===== config.mk =====
export PLATFORM = sky130hd
export DESIGN_NAME = deadlock_block_aggregator
export DESIGN_NICKNAME = d
export VERILOG_FILES = /design/src/rtl/deadlock_block_aggregator.sv
export SDC_FILE = /design/constraint.sdc
export NUM_CORES = 1
export LEC_CHECK = 0
export ABC_AREA = 1
export ABC_CLOCK_PERIOD_IN_PS = 1800
export CAP_MARGIN = 5
export CORE_MARGIN = 2
export CORE_UTILIZATION = 48
export DETAILED_ROUTE_END_ITERATION = 10
export PLACE_DENSITY_LB_ADDON = 0.25
export RECOVER_POWER = 50
export SYNTH_ARGS = -nofsm -noshare
export SYNTH_HDL_FRONTEND = slang
export SYNTH_SLANG_ARGS = --single-unit
export TNS_END_PERCENT = 100

===== constraint.sdc =====
create_clock -name clock -period 1.8 [get_ports clock]
set_input_delay 0.54 -clock clock [delete_from_list [all_inputs] [get_ports clock]]
set_output_delay 0.54 -clock clock [all_outputs]
set_load 0.1 [all_outputs]

===== src/rtl/deadlock_block_aggregator.sv =====
// deadlock_block_aggregator: confirms a deadlock when monitors stay blocked without progress for TIMEOUT cycles
//   clock, reset (async, active-low)
//   enable        detection enable
//   block_sigs    per-monitor block flags
//   progress      top-level handshake pulse, cancels the watch
//   clear         synchronous clear of a sticky report
//   deadlock      sticky deadlock flag
//   deadlock_idx  lowest-index monitor in deadlock_mask
//   deadlock_mask monitors continuously blocked over the whole window
//   watching      high while a window is being timed
module deadlock_block_aggregator #(
  parameter int N_MON   = 4,
  parameter int TIMEOUT = 1024,
  parameter int CNT_W   = 16,
  parameter int IDX_W   = 2
) (
  input  logic             clock,
  input  logic             reset,
  input  logic             enable,
  input  logic [N_MON-1:0] block_sigs,
  input  logic             progress,
  input  logic             clear,
  output logic             deadlock,
  output logic [IDX_W-1:0] deadlock_idx,
  output logic [N_MON-1:0] deadlock_mask,
  output logic             watching
);
  typedef enum logic [1:0] {IDLE, WATCH, REPORTED} state_t;
  state_t state_q, state_d;
  logic [CNT_W-1:0] cnt_q, cnt_d;
  logic [N_MON-1:0] mask_q, mask_d, dmask_d;
  logic [IDX_W-1:0] didx_d;
  logic dl_d, cond;
  logic [N_MON-1:0] live;
  function automatic logic [IDX_W-1:0] low_idx(input logic [N_MON-1:0] v);
    logic [IDX_W-1:0] r;
    r = '0;
    for (int i = N_MON - 1; i >= 0; i--)
      if (v[i]) r = IDX_W'(i);
    return r;
  endfunction
  assign cond = enable & (|block_sigs) & ~progress;
  assign live = mask_q & block_sigs;
  always_comb begin
    state_d = state_q;
    cnt_d   = cnt_q;
    mask_d  = mask_q;
    dl_d    = deadlock;
    dmask_d = deadlock_mask;
    didx_d  = deadlock_idx;
    if (clear) begin
      state_d = IDLE;
      cnt_d   = '0;
      mask_d  = '0;
      dl_d    = 1'b0;
      dmask_d = '0;
      didx_d  = '0;
    end else if (state_q == IDLE) begin
      if (cond && TIMEOUT == 1) begin
        state_d = REPORTED;
        dl_d    = 1'b1;
        dmask_d = block_sigs;
        didx_d  = low_idx(block_sigs);
      end else if (cond) begin
        state_d = WATCH;
        cnt_d   = CNT_W'(1);
        mask_d  = block_sigs;
      end
    end else if (state_q == WATCH) begin
      if (!cond) begin
        state_d = IDLE;
        cnt_d   = '0;
        mask_d  = '0;
      end else if (live == '0) begin
        // a different set of monitors is blocked: restart the window on it
        cnt_d  = CNT_W'(1);
        mask_d = block_sigs;
      end else if (cnt_q == CNT_W'(TIMEOUT - 1)) begin
        state_d = REPORTED;
        dl_d    = 1'b1;
        dmask_d = live;
        didx_d  = low_idx(live);
      end else begin
        cnt_d  = cnt_q + CNT_W'(1);
        mask_d = live;
      end
    end
  end
  always_ff @(posedge clock or negedge reset) begin
    if (!reset) begin
      state_q       <= IDLE;
      cnt_q         <= '0;
      mask_q        <= '0;
      deadlock      <= 1'b0;
      deadlock_mask <= '0;
      deadlock_idx  <= '0;
    end else begin
      state_q       <= state_d;
      cnt_q         <= cnt_d;
      mask_q        <= mask_d;
      deadlock      <= dl_d;
      deadlock_mask <= dmask_d;
      deadlock_idx  <= didx_d;
    end
  end
  assign watching = (state_q == WATCH);
endmodule


==> results.md <==
* Run status: completed
* CTS Buf Count at 5
* Yosys top cell by area: dfrtp_1
* Area growth, synth to finish at 29.4%
* Antenna Nets Post-Route at 0
* Critical path arrival at approximately 1900 ps
* Top post-synthesis cells by count: nand2_1 (123), nor2_1 (43), inv_1 (39)
* Global-route wire length before repair at between 7000 and 8000 µm
* Layout Nets at ~350
* Fin Hold WS at ~510 ps
* Primary FF master, synth: dfrtp_1
* Skew final at 8.29 ps
* Crit share post-route at 0.957
* Worst relative slew slack at 0.506
* Synth Area per Inst at 6.49 µm²
* Num rows at 23
* Post-route cell area at 0.00250 mm²
* Gr ovfl total at 0
* Post-Place Setup Slack at -364 ps
* Mapped Cells at 298
* 1st-pass router iterations at 4
* Pin count of the biggest net entering global routing at 30
* Pwr/cell area at 657 mW/mm²
* Top cells by area, synth: dfrtp_1 (38%), nand2_1 (24%), nor2_1 (8.3%), inv_1 (7.6%), nand3_1 (5.4%)
* ANT cells at 0
* Number of synthesized flops with an enable pin at 0
* Worst Max-Slew Pin Slew at 740 ps
* Die area at 0.00455 mm²
* Via Count at around 1,900
* Setup WS post-layout at 77.7 ps
* Dpl hpwl at 3380 µm
* GRT Total Usage at 0.232
* Initial antenna violation count at 0
* Io pins at 17
* Static leakage at 0.00140 µW
* Area of the core at 0.00394 mm²
* Final design utilization at 0.635
* DP Area at approximately 0.0024 mm²
* Most common cell in the netlist: nand2_1
* Clock-pin slew on the worst setup and hold paths at around 70 ps
* Starting Density at 0.491
* Vias/cell at 4.85
* #FFs+latches synth at 29
* Clk sinks at 29
* Die H at 67.5 µm
* Drt initial violations at 99
* Max-cap violations at 0
* Port-buffer cells at 16
* Placer Congestion at 0.871
* Final slew viol count at 0
* Die W at 67.5 µm
* Hold WC Path Type: register to register
* Cell area after synthesis at between 0.0015 and 0.002 mm²
* Worst Path Required at 1970 ps
* Max Clk Rate at 0.581 GHz
* Seq/Total Area, Yosys at 0.375
* Startpoint Class: primary input
* Vias in the first global route at around 1,800
* Root Driver: clkbuf_8
* CTS tree: done
* WL final at ~4700 µm
* Syn Nets at 308
* Cts hold-fix bufs at 0
* Setup crit end kind: register
* Wire length per cell at 11.9 µm
* Distinct cells, synth at 25
* Critical path class: primary input to register
* Synth async-reset ratio at 1.00
* Final Critical Period at 1720 ps
* Ratio of cells with drive above 1 in the final layout at 0.201
* Crit-path max FO at 6
* Skew-Pair Late Insertion Delay at 290 ps
* Yosys warns at 0
* Synth top area share at 0.375
* H-tree levels at 2
* Fin. Hold Viols at 0
* DRC violations left at 0
* Peak VDD IR at 498 µV
* Clk buf depth at 2
* Final setup fails at 0
-- layer usage --
| metal | global-route usage | share of wire |
|---|---|---|
| met1 | 0.272 | 0.44 |
| met2 | 0.402 | 0.51 |
| met3 | 0.0450 | 0.025 |
| met4 | 0.112 | 0.019 |
| met5 | 0 | 0 |
-- final timing paths --
check | startpoint | to | slack [ps] | cells past startpoint
worst max register to register | cnt_q[0] | mask_q[2] | 100 | 10
min in group asynchronous | reset | cnt_q[13] | 840 | 2
max in group asynchronous | reset | cnt_q[0] | 490 | 2
worst max-delay path | clear | cnt_q[8] | 80 | 8
worst min register to register | mask_q[0] | mask_q[0] | 510 | 2
worst min-delay path | mask_q[0] | mask_q[0] | 510 | 2
-- placed cells by master (no fill, tap or decap), drive strengths merged, types with 3 or more instances in the layout --
cell / n
nand2: 128
nor2: 50
inv: 41
dfrtp: 29
buf: 28
nand3: 23
clkbuf: 9
o21ai: 7
nand4: 6
dlymetal6s2s: 4
a21boi: 3
clkdlybuf4s50: 3
-- worst max-delay path, cell delays in order --
cell,delay (ps)
clkdlybuf4s50_1,470
buf_4,170
nor2_1,170
o21ai_4,110
buf_4,140
buf_4,140
nand3_1,80
nand2_1,70
-- area by class of cell --
type	count	area [µm²]
clock buffers	5	68.8
clock inverters	3	17.5
fillers	348	1440
inverters	41	154
multi-input cells	226	1090
flip-flops and latches	29	726
well taps	50	62.6
repair buffers	40	387
-- registers in the layout, indices dropped and copies added, names as in the netlist --
register / flops
deadlock: 1
cnt_q: 16
mask_q: 4
deadlock_idx: 2
state_q: 2
deadlock_mask: 4
-- per-stage QoR --
| stage | TNS (ps) | std cells | power, µW |
|---|---|---|---|
| 6_report | 0 | 394 | 1650 |
| 5_1_grt | -4.93 | 394 | 1730 |
| 4_1_cts | 0 | 391 | 1630 |
| 3_5_place_dp | -8250 | 383 | 1090 |
| 3_3_place_gp | -6810 | 383 | 1080 |
| 2_1_floorplan | 0 | 298 | 935 |
-- power breakdown --
| group | total, µW | switching (µW) | internal (µW) | leakage (µW) |
|---|---|---|---|---|
| Clock | 541 | 275 | 266 | 0.0000439 |
| Combinational | 402 | 245 | 157 | 0.000959 |
| Sequential | 702 | 25.5 | 677 | 0.000399 |
| Total | 1650 | 545 | 1100 | 0.00140 |
-- cell families (layout without fill, tap and decap cells) --
logic type	after synthesis	after routing	share of synthesized area
DFF	29	29	0.375
AOI/OAI and AO/OA	13	13	0.0407
adders and majority gates	1	1	0.00647
and+or+nand+nor	208	209	0.469
xor gates and xnor gates	3	3	0.0136
buffers and inverters	44	89	0.0951
-- what timing repair did --
item                                    CTS  global route
resized for setup                         1            18
gates cloned                              0             1
endpoints found under the setup margin   12            27
buffers inserted                          0             2
pin swaps                                 0             4
Note: power is estimated with default switching activity, not from simulation.
